===== config.mk =====
export PLATFORM = sky130hd
export DESIGN_NAME = hazard_fwd_ctrl
export DESIGN_NICKNAME = d
export VERILOG_FILES = /design/src/rtl/hazard_fwd_ctrl.sv
export SDC_FILE = /design/constraint.sdc
export NUM_CORES = 1
export LEC_CHECK = 0
export ABC_AREA = 1
export BUFFER_PORTS_ARGS = -buffer_cell sky130_fd_sc_hd__buf_2
export CORE_MARGIN = 10
export CORE_UTILIZATION = 40
export DETAILED_ROUTE_END_ITERATION = 6
export PLACE_DENSITY = 0.63
export SLEW_MARGIN = 5
export SYNTH_ARGS = -nofsm -noshare
export SYNTH_HDL_FRONTEND = slang
export SYNTH_SLANG_ARGS = --single-unit

===== constraint.sdc =====
create_clock -name clk -period 3.6 [get_ports clk]
set_clock_uncertainty 0.05 [all_clocks]
set_input_delay 0.18 -clock clk [delete_from_list [all_inputs] [get_ports clk]]
set_output_delay 0.18 -clock clk [all_outputs]
set_load 0.02 [all_outputs]

===== src/rtl/hazard_fwd_ctrl.sv =====
// Forwarding-select and load-use hazard controller for the five-stage pipeline.
// Tracks EX/MEM destination records and produces registered EX operand-mux selects.
module hazard_fwd_ctrl #(
    parameter int unsigned CNT_W = 16
) (
    input  logic             clk,
    input  logic             rst,
    input  logic             hold,
    input  logic             flush,
    input  logic             id_valid,
    input  logic [4:0]       id_rs,
    input  logic [4:0]       id_rt,
    input  logic             id_uses_rt,
    input  logic [4:0]       id_rd,
    input  logic             id_regwrite,
    input  logic             id_memread,
    output logic [1:0]       fwd_a,
    output logic [1:0]       fwd_b,
    output logic             stall,
    output logic [CNT_W-1:0] stall_cnt
);

    localparam logic [1:0] SelRf  = 2'd0;
    localparam logic [1:0] SelWb  = 2'd1;
    localparam logic [1:0] SelMem = 2'd2;

    logic             ex_valid_q, ex_regwrite_q, ex_memread_q;
    logic [4:0]       ex_rd_q;
    // A producer in WB is resolved by the register file's write-before-read,
    // so no WB record is needed to drive any output.
    logic             mem_valid_q, mem_regwrite_q;
    logic [4:0]       mem_rd_q;
    logic [1:0]       fwd_a_q, fwd_b_q;
    logic [CNT_W-1:0] stall_cnt_q;

    logic [1:0] sel_a_d, sel_b_d;
    logic       ex_wr_rs, ex_wr_rt, mem_wr_rs, mem_wr_rt;

    always_comb begin
        ex_wr_rs  = ex_valid_q && ex_regwrite_q && (ex_rd_q == id_rs) && (id_rs != 5'd0);
        ex_wr_rt  = ex_valid_q && ex_regwrite_q && (ex_rd_q == id_rt) && (id_rt != 5'd0);
        mem_wr_rs = mem_valid_q && mem_regwrite_q && (mem_rd_q == id_rs) && (id_rs != 5'd0);
        mem_wr_rt = mem_valid_q && mem_regwrite_q && (mem_rd_q == id_rt) && (id_rt != 5'd0);

        stall = id_valid && !flush && ex_valid_q && ex_memread_q && (ex_rd_q != 5'd0) &&
                ((ex_rd_q == id_rs) || (id_uses_rt && (ex_rd_q == id_rt)));

        // EX beats MEM: the most recent producer must win.
        sel_a_d = SelRf;
        if (ex_wr_rs) begin
            sel_a_d = SelMem;
        end else if (mem_wr_rs) begin
            sel_a_d = SelWb;
        end

        sel_b_d = SelRf;
        if (id_uses_rt) begin
            if (ex_wr_rt) begin
                sel_b_d = SelMem;
            end else if (mem_wr_rt) begin
                sel_b_d = SelWb;
            end
        end
    end

    always_ff @(posedge clk) begin
        if (rst) begin
            ex_valid_q     <= 1'b0;
            ex_regwrite_q  <= 1'b0;
            ex_memread_q   <= 1'b0;
            ex_rd_q        <= 5'd0;
            mem_valid_q    <= 1'b0;
            mem_regwrite_q <= 1'b0;
            mem_rd_q       <= 5'd0;
            fwd_a_q        <= SelRf;
            fwd_b_q        <= SelRf;
            stall_cnt_q    <= '0;
        end else if (!hold) begin
            mem_valid_q    <= ex_valid_q;
            mem_regwrite_q <= ex_regwrite_q;
            mem_rd_q       <= ex_rd_q;
            if (flush || stall) begin
                ex_valid_q <= 1'b0;
                fwd_a_q    <= SelRf;
                fwd_b_q    <= SelRf;
                if (stall && (stall_cnt_q != '1)) begin
                    stall_cnt_q <= stall_cnt_q + 1'b1;
                end
            end else begin
                ex_valid_q    <= id_valid;
                ex_regwrite_q <= id_regwrite;
                ex_memread_q  <= id_memread;
                ex_rd_q       <= id_rd;
                fwd_a_q       <= sel_a_d;
                fwd_b_q       <= sel_b_d;
            end
        end
    end

    assign fwd_a     = fwd_a_q;
    assign fwd_b     = fwd_b_q;
    assign stall_cnt = stall_cnt_q;

endmodule


==> results of run 1 <==
==> power groups by stage <==
stage	registers [W]	clock network, W	logic, W
global route	0.000411	0.000446	0.000108
floorplan	0.000415	0	0.0000676
CTS	0.000409	0.000433	0.0000957
detailed placement	0.000418	0	0.0000953
finish	0.000409	0.000420	0.0000954
global placement	0.000418	0	0.0000950
==> area by class of cell <==
class	count	area, um2	share of cell area
clock buffer	6	72.6	0.0292
clock inverter	2	60.1	0.0242
inverter	51	191	0.0771
multi-input combinational	228	1150	0.465
sequential	35	701	0.282
tap	70	87.6	0.0353
timing repair buffer	43	215	0.0867
==> metal layers <==
metal / part of all wire / wire, um / vias up / global-route usage
met2: 0.48 / 2570 / 48 / 0.213
met5: 0 / 0 / - / 0
met1: 0.45 / 2400 / 913 / 0.153
met4: 0.014 / 77 / 0 / 0.0476
met3: 0.060 / 323 / 8 / 0.0404
li1: - / - / 1097 / -
==> kinds of logic after synthesis <==
logic type	after synthesis	share of synthesized area
buf+inv	59	0.116
fa+ha+maj	1	0.00596
simple gates	180	0.399
xor+xnor	10	0.0417
compound gates	37	0.104
flops	35	0.334
==> cells in the mapped netlist <==
library cell and instances:
a21oi_1 8, nand2_1 68, inv_2 1, o21ai_0 17, o22ai_1 1, buf_2 2, nand3_1 9, buf_6 2
o21bai_1 8, or2_2 1, nor2_2 6, nand2_2 3, ha_1 1, inv_1 50, nand2_4 3, a21oi_2 3
nand3_2 1, xnor2_1 2, buf_4 1, dfxtp_1 35, clkbuf_1 3, nor2_1 62, nor3_1 7, xor2_1 8
nand4_2 6, nand4_1 14
==> worst min path at each step <==
stage,from,end,slack (ns),depth (start not counted)
6_report,id_rd[3],ex_rd_q[3],0.08,3
5_1_grt,id_rd[3],ex_rd_q[3],0.09,3
4_1_cts,id_rd[3],ex_rd_q[3],0.08,3
3_5_place_dp,id_rd[3],ex_rd_q[3],0.39,3
3_3_place_gp,id_memread,ex_memread_q,0.38,3
2_1_floorplan,id_valid,ex_valid_q,0.27,2
==> cell usage in the layout, fill, tap and decap left out, types with 3 or more instances in the layout <==
master    count
buf_2        43
nand3_1       9
xor2_1        8
o21ai_0      17
clkbuf_8      5
o21bai_1      8
a21oi_2       3
inv_1        50
nand2_2       3
dfxtp_1      35
nor2_2        6
nor3_1        7
nand4_2       6
nand4_1      14
nor2_1       62
nand2_1      68
a21oi_1       8
nand2_4       3
==> registers in the layout (all words and copies together) (netlist names) <==
signal,cells
fwd_a,2
mem_valid_q,1
ex_valid_q,1
mem_rd_q,5
fwd_b,2
ex_memread_q,1
ex_rd_q,5
ex_regwrite_q,1
stall_cnt,16
mem_regwrite_q,1
==> per-stage QoR <==
stage / instances / utilization / setup WS, ns / area (um2)
final: 435 / 0.486 / 1.52 / 2480
after global routing: 435 / 0.486 / 1.36 / 2480
after CTS: 435 / 0.486 / 1.51 / 2480
after detailed placement: 427 / 0.460 / 1.62 / 2350
after global placement: 427 / 0.460 / 1.63 / 2350
after floorplan: 322 / - / 1.82 / 2100
==> critical path: stages, from the launching register on <==
cell and delay (ns):
dfxtp_1 0.41, inv_1 0.11, nand3_1 0.09, nand3_1 0.06
inv_1 0.47, nand2_4 0.13, inv_1 0.12, buf_2 0.17
==> impl_metrics.tcl, run 1 <==
set metrics [dict create \
    arrival_ns 1.85 \
    setup_viol 0 \
    fmax_mhz 482 \
    die_w_um 92.4 \
    synth_top_area_share 0.334 \
    p_switching_w 0.000214 \
    netlist_area_um2 2100 \
    p_int_w 0.000711 \
    cp_max_fo 15 \
    rsz0062_at_grt "false" \
    synth_top_cell_by_area "dfxtp_1" \
    grt_start_max_net_pins 22 \
    yosys_warnings 0 \
    ir_worst_vdd_mv 0.204 \
    hold_class "primary input to register" \
    leakage_nw 1.21 \
    initial_core_util 0.411 \
    grtUsageTotal 0.129 \
    synth_cells 322 \
    hold_viol 0 \
    power.total_w 0.000925 \
    dr.pass1.iters 4 \
    grt-ovfl-total 0 \
    syn-num-nets 346 \
    cts_tree "yes" \
    place_congestion 0.852 \
    n_antenna_cell 0 \
    die-height_um 92.4 \
    fp.coreArea_um2 5110 \
    cts_sinks 35 \
    vias_per_cell 4.75 \
    root_buffer "clkbuf_8" \
    first_global_vias 1995 \
    clock_latency_ns 0.29 \
    cts.repair.resized 0 \
    post_synth_num_cell_types 26 \
    comb_power_share 0.103 \
    detail-route-antenna-nets 0 \
    vias 2066 \
    cts_buffer_depth 2 \
    fin_hold_ws_ns 0.0839 \
    pwr-share-clk 0.454 \
    hpwl_um 4090 \
    nFillCells 564 \
    post-route-min-period_ns 2.08 \
    grt_antenna_before_repair 0 \
    cts_max_level 2 \
    worstRegToRegCells 10 \
    slew_headroom 0.584 \
    routed_wl_um 5370 \
    ioPinCount 44 \
    postCtsHoldBufs 0 \
    nNetsFinal 388 \
    worst_pin_slew_ns 0.624 \
    post_cts_buffers 0 \
    startpoint_type "register" \
    fin_crit_sh 0.577 \
    netlist_top_cells_area "dfxtp_1 (33%), nand2_1 (12%), nor2_1 (11%), inv_1 (8.9%), nand4_1 (4.2%)" \
    r2r_slack_ns 1.57 \
    p_seq_frac 0.442 \
    drive_gt1_frac 0.203 \
    yosysSeqAreaShare 0.334 \
    die_area_um2 8540 \
    outcome "finished, final reports clean" \
    wl_per_cell_um 12.3 \
    switching_share 0.231 \
    drv_cap 0 \
    port_buffers 43 \
    endpoint_kind "output port" \
    crit_required_ns 3.37 \
    criticalPathCategory "register to output port" \
    grt_pass1_wl_um 9160 \
    area_growth_pct 18.3 \
    reg2reg_to "stall_cnt[7]" \
    cp-startpoint "ex_rd_q[1]" \
    numCtsBuffers 5 \
    cp-endpoint "stall" \
    synth_area_per_cell_um2 6.52 \
    clk_pin_slew_ns 0.07 \
    rows 26 \
    first_iter_violations 101 \
    drv_slew 0 \
    ys_seq_elements 35 \
    pwr_density_cell_nw_per_um2 372 \
    finalSetupTns_ns 0 \
    reg2reg_from "stall_cnt[0]" \
    drc 0 \
]
Power figures use the tool's default switching activity.
==> run 2: changes to the inputs <==
clock period = 2.2 ns   (was 3.6 ns; I/O delays follow)
==> run 2 against run 1 <==
Effect of this change: count of clock-buffer cells in the layout up 2; combinational power is 60% higher; register-to-register slack worse by 1.3 ns; power grew 45%; clock power increased by 23%; worst hold slack got worse by 0.066 ns; first-iteration DRC count up 66%; wire length fell by 4.0%; non-clock buffer count grew 1; core utilization is 0.49 points lower; critical path type unchanged.
==> impl_metrics.tcl, run 2 (synthesis results as in run 1) <==
set metrics [dict create \
    outcome "finished, final reports clean" \
    cp_max_fo 15 \
    hold_depth 3 \
    crit_required_ns 2.04 \
    setup_ws_ns 0.271 \
    cp-endpoint "stall" \
    first_iter_violations 168 \
    ioPinCount 44 \
    fin_hold_ws_ns 0.0177 \
    drc 0 \
    post_cts_buffers 0 \
    drv_cap 0 \
    path_cells "inv_1, nand2_1, nand2_1, nor2_2, nand4_2, nand2_4, nand2_4, inv_1, buf_2" \
    r2r_slack_ns 0.31 \
    final_cell_mix "nand2_1 (68), nor2_1 (62), inv_1 (50), buf_2 (43), dfxtp_1 (35)" \
    slew_headroom 0.597 \
    clock_latency_ns 0.29 \
    first_global_vias 1966 \
    wl_per_cell_um 11.8 \
    drive_gt1_frac 0.205 \
    initial_core_util 0.411 \
    final_common_cell "nand2_1" \
    fp.coreArea_um2 5110 \
    fmax_mhz 518 \
    pwr-share-clk 0.385 \
    criticalPathCategory "register to output port" \
    nNetsFinal 389 \
    stdcell_area_um2 2460 \
    port_buffers 43 \
    p_seq_frac 0.500 \
    largest_reg_flops 16 \
    grt-ovfl-total 0 \
    post-route-min-period_ns 1.93 \
    numCtsBuffers 5 \
    drv_slew 0 \
    hold_class "primary input to register" \
    place_congestion 0.841 \
    grt_start_max_net_pins 22 \
    rsz0062_at_grt "false" \
    reg2reg_to "stall_cnt[3]" \
    worst_pin_slew_ns 0.603 \
    setup_viol 0 \
    nFillCells 547 \
    comb_power_share 0.114 \
    startpoint_type "register" \
    cp-startpoint "ex_rd_q[1]" \
    cts_buffer_depth 2 \
    postCtsHoldBufs 0 \
    grt_pass1_wl_um 8850 \
    worst-path-stages 9 \
    cts_tree "yes" \
    finalCoreUtilization 0.481 \
    vias 2054 \
    cts.repair.resized 0 \
    critPathTopFamily "simple AND/OR/NAND/NOR gates" \
    p_switching_w 0.000343 \
    hpwl_um 4020 \
    finalSetupTns_ns 0 \
    grt_antenna_before_repair 0 \
    rows 26 \
    clk_pin_slew_ns 0.07 \
    reg2reg_from "stall_cnt[0]" \
    routed_wl_um 5150 \
    die_w_um 92.4 \
    slowest_delay_ns 0.44 \
    worstRegToRegCells 10 \
    root_buffer "clkbuf_8" \
    slowest_stage "dfxtp_1" \
    arrival_ns 1.77 \
    die_area_um2 8540 \
    area_growth_pct 17.1 \
    die-height_um 92.4 \
    cts_max_level 2 \
    critPathBufInv 3 \
    endpoint_kind "output port" \
    grtUsageTotal 0.123 \
    hold_viol 0 \
    ir_worst_vdd_mv 0.341 \
    n_antenna_cell 0 \
    vias_per_cell 4.71 \
    cts_sinks 35 \
    detail-route-antenna-nets 0 \
    p_int_w 0.000996 \
    leakage_nw 1.20 \
    placed_area_um2 2360 \
    dr.pass1.iters 4 \
    place_ws_ns 0.332 \
    fin_crit_sh 0.877 \
    pwr_density_cell_nw_per_um2 545 \
    switching_share 0.256 \
]
-- run 2: changes by cell type in the layout (fill, tap and decap cells not counted), sizes merged --
cell | before | now
clkbuf | 6 | 8
bufinv | 2 | 0
buf | 43 | 44
-- run 2: power groups by stage --
stage	logic, W	clock network (W)	registers, W
floorplan	0.000111	0	0.000679
global placement	0.000152	0	0.000684
detailed placement	0.000154	0	0.000684
CTS	0.000154	0.000543	0.000669
global route	0.000174	0.000565	0.000672
finish	0.000153	0.000516	0.000670
-- run 2: how the worst min path moves through the flow --
stage	start	endpoint	slack (ns)
2_1_floorplan	id_valid	ex_valid_q	0.20
3_3_place_gp	id_rd[1]	ex_rd_q[1]	0.31
3_5_place_dp	id_regwrite	ex_regwrite_q	0.32
4_1_cts	id_regwrite	ex_regwrite_q	0.009
5_1_grt	id_rd[2]	ex_rd_q[2]	0.04
6_report	id_memread	ex_memread_q	0.02
-- run 2: final cells by class --
cell class | count | area [um2] | share of cell area
Sequential cell | 35 | 701 | 0.285
Inverter | 51 | 191 | 0.0779
Multi-Input combinational cell | 228 | 1150 | 0.470
Timing Repair Buffer | 44 | 223 | 0.0906
Tap cell | 70 | 87.6 | 0.0356
Clock buffer | 8 | 100 | 0.0407
-- run 2: worst register-to-register path: cells and delay by family, from the launching register on --
family	cells	cell delay (ns)
buf+inv	1	0.24
simple gates	8	0.93
flops	1	0.39
fa+ha+maj	1	0.18
-- run 2: through the flow --
step / total power [W] / cells
6_report: 0.00134 / 436
5_1_grt: 0.00141 / 436
4_1_cts: 0.00137 / 436
3_5_place_dp: 0.000837 / 428
3_3_place_gp: 0.000836 / 428
2_1_floorplan: 0.000789 / 322
-- run 2: routing by layer --
metal  part of all wire  routed length, um  vias up  global-route usage
met5                  0                  0        -                   0
met2               0.47               2420       37               0.203
li1                   -                  -     1095                   -
met3              0.061                312        6              0.0444
met4              0.012                 62        0              0.0386
met1               0.46               2360      916               0.146
==> run 3: changes to the inputs <==
ABC_AREA = default   (was 1)
CORE_UTILIZATION = 30   (was 40)
PLACE_DENSITY = 0.52   (was 0.63)
==> run 3 against run 2 <==
Effect of this change: wire length shrank 2.9%; area after synthesis fell by 10%; via count down 18%; highest routed layer unchanged; non-clock buffer count grew 6; maximum frequency down 4.0%; largest cell class unchanged; combinational power shrank 18%; power shrank 6.9%.
==> impl_metrics.tcl, run 3 <==
set metrics [dict create \
    initial_core_util 0.313 \
    crit_required_ns 2.37 \
    postCtsHoldBufs 0 \
    final_common_cell "buf_2" \
    area_growth_pct 22.9 \
    slew_headroom 0.692 \
    cts_buffer_depth 2 \
    cts_sinks 35 \
    synth_top_area_share 0.372 \
    first_iter_violations 75 \
    synth_cells 208 \
    critPathBufInv 0 \
    arrival_ns 2.18 \
    yosysSeqAreaShare 0.372 \
    post_synth_num_cell_types 44 \
    synth_edf_count 0 \
    worst_pin_slew_ns 0.462 \
    nNetsFinal 282 \
    routed_wl_um 5000 \
    grt_pass1_wl_um 7940 \
    synth_area_per_cell_um2 9.07 \
    place_ws_ns 0.101 \
    post_cts_buffers 0 \
    netlist_top_cells_area "dfxtp_1 (37%), mux2i_1 (8.0%), xor2_1 (5.6%), xnor2_1 (4.6%), nand2b_1 (4.3%)" \
    ir_worst_vdd_mv 0.225 \
    slowest_delay_ns 0.50 \
    rsz0062_at_grt "false" \
    setup_viol 0 \
    place_congestion 0.853 \
    netlist_area_um2 1890 \
    placed_area_um2 2200 \
    rows 28 \
    hpwl_um 3700 \
    cts.repair.resized 0 \
    ys_seq_elements 35 \
    largest_reg_flops 16 \
    wl_per_cell_um 15.0 \
    grt-ovfl-total 0 \
    pwr_density_cell_nw_per_um2 538 \
    grt_antenna_before_repair 0 \
    ys_async_sr_fraction 0 \
    r2r_slack_ns 0.19 \
    nFillCells 626 \
    min_to "ex_rd_q[2]" \
    drv_cap 0 \
    drc 0 \
    vias_per_cell 5.02 \
    final_cell_mix "buf_2 (43), dfxtp_1 (35), nor2_1 (16), mux2i_1 (15), a21oi_1 (14)" \
    die_area_um2 9860 \
    port_buffers 43 \
    hold_class "primary input to register" \
    cts_max_level 2 \
    synth_ff_type "dfxtp_1" \
    clock_latency_ns 0.29 \
    setup_ws_ns 0.191 \
    n_antenna_cell 0 \
    fin_crit_sh 0.913 \
    criticalPathCategory "register to register" \
    finalSetupTns_ns 0 \
    stdcell_area_um2 2320 \
    vias 1676 \
    path_cells "xnor2_1, nand3_1, nor3_4, o211ai_4, or4_1, a21oi_1" \
    first_global_vias 1615 \
    startpoint_type "register" \
    reg2reg_from "ex_rd_q[3]" \
    drv_slew 0 \
    detail-route-antenna-nets 0 \
    drive_gt1_frac 0.263 \
    outcome "finished, final reports clean" \
    synth_top_cell_by_area "dfxtp_1" \
    dp.cells 325 \
    root_buffer "clkbuf_8" \
    grtUsageTotal 0.0952 \
    instances_no_fill 334 \
    worstRegToRegCells 6 \
    grt_start_max_net_pins 28 \
    critPathTopFamily "simple AND/OR/NAND/NOR gates" \
    hold_viol 0 \
    min-delay-start "id_rd[2]" \
    hold_depth 3 \
    syn-num-nets 232 \
    die-height_um 99.3 \
    post-route-min-period_ns 2.01 \
    die_w_um 99.3 \
    leakage_nw 0.895 \
    clk_pin_slew_ns 0.08 \
    endpoint_kind "register" \
    reg2reg_to "stall_cnt[12]" \
    synth_most_common_cell "dfxtp_1" \
    synthTopCellsByCount "dfxtp_1 (35), nor2_1 (16), mux2i_1 (15), a21oi_1 (14), nand2b_1 (13)" \
    ioPinCount 44 \
    fp.coreArea_um2 6030 \
    dr.pass1.iters 4 \
    cts_tree "yes" \
    yosys_warnings 0 \
    slowest_stage "or4_1" \
    finalCoreUtilization 0.385 \
    cp_max_fo 14 \
    fmax_mhz 498 \
    numCtsBuffers 5 \
]
run 3: cell count changes after synthesis, moves of 9 or more:
cell	before	now
nand4_1	14	5
mux2i_1	0	15
nand2_1	68	8
nand2b_1	0	13
nor2_1	62	16
inv_1	50	3
o21ai_0	17	6
or4_1	0	10
run 3: cell families (layout without fill, tap and decap cells):
family | Yosys count | after routing | synth area share
multiplexers | 16 | 16 | 0.0876
adder cells (fa/ha/maj) | 1 | 1 | 0.00663
XOR/XNOR | 22 | 22 | 0.102
flip-flops | 35 | 35 | 0.372
AND/OR/NAND/NOR | 87 | 87 | 0.271
AO/OA/AOI/OAI | 36 | 37 | 0.133
buffers and inverters | 11 | 61 | 0.0285
run 3: layout make-up:
| cell class | instances | area (um2) | share of cell area |
|---|---|---|---|
| clock inverters | 2 | 12.5 | 0.00540 |
| multi-input cells | 163 | 1160 | 0.500 |
| inverters | 3 | 11.3 | 0.00486 |
| flip-flops and latches | 35 | 701 | 0.302 |
| clock buffers | 6 | 72.6 | 0.0313 |
| well taps | 75 | 93.8 | 0.0405 |
| repair buffers | 50 | 268 | 0.116 |
run 3: worst min-delay path, stage by stage:
cell and delay [ns]:
buf_2 0.09, nand2b_1 0.05, mux2i_1 0.06
run 3: per-stage QoR:
step                hold WS (ns)  total power [W]
floorplan                  0.215         0.000749
global placement           0.327         0.000798
detailed placement         0.330         0.000798
CTS                       0.0161          0.00127
global route              0.0243          0.00130
finish                    0.0207          0.00125
run 3: worst max path at each step:
stage	end	cells after the start	from
6_report	stall_cnt[12]	6	ex_rd_q[3]
2_1_floorplan	stall_cnt[9]	7	stall_cnt[7]
4_1_cts	stall_cnt[10]	6	ex_rd_q[3]
3_5_place_dp	stall_cnt[12]	6	ex_rd_q[3]
5_1_grt	stall_cnt[12]	6	ex_rd_q[3]
3_3_place_gp	stall_cnt[12]	6	ex_rd_q[3]
run 3: report_power, final:
part           total, W  internal (W)  switching [W]
Sequential     0.000658      0.000644      0.0000141
Clock          0.000463      0.000221       0.000241
Combinational  0.000126     0.0000570      0.0000692
Total           0.00125      0.000922       0.000325
run 3: routing by layer:
layer / track usage / routed length, um
met4: 0.0375 / 69
met1: 0.123 / 2470
met2: 0.144 / 2230
met3: 0.0284 / 234
met5: 0 / 0
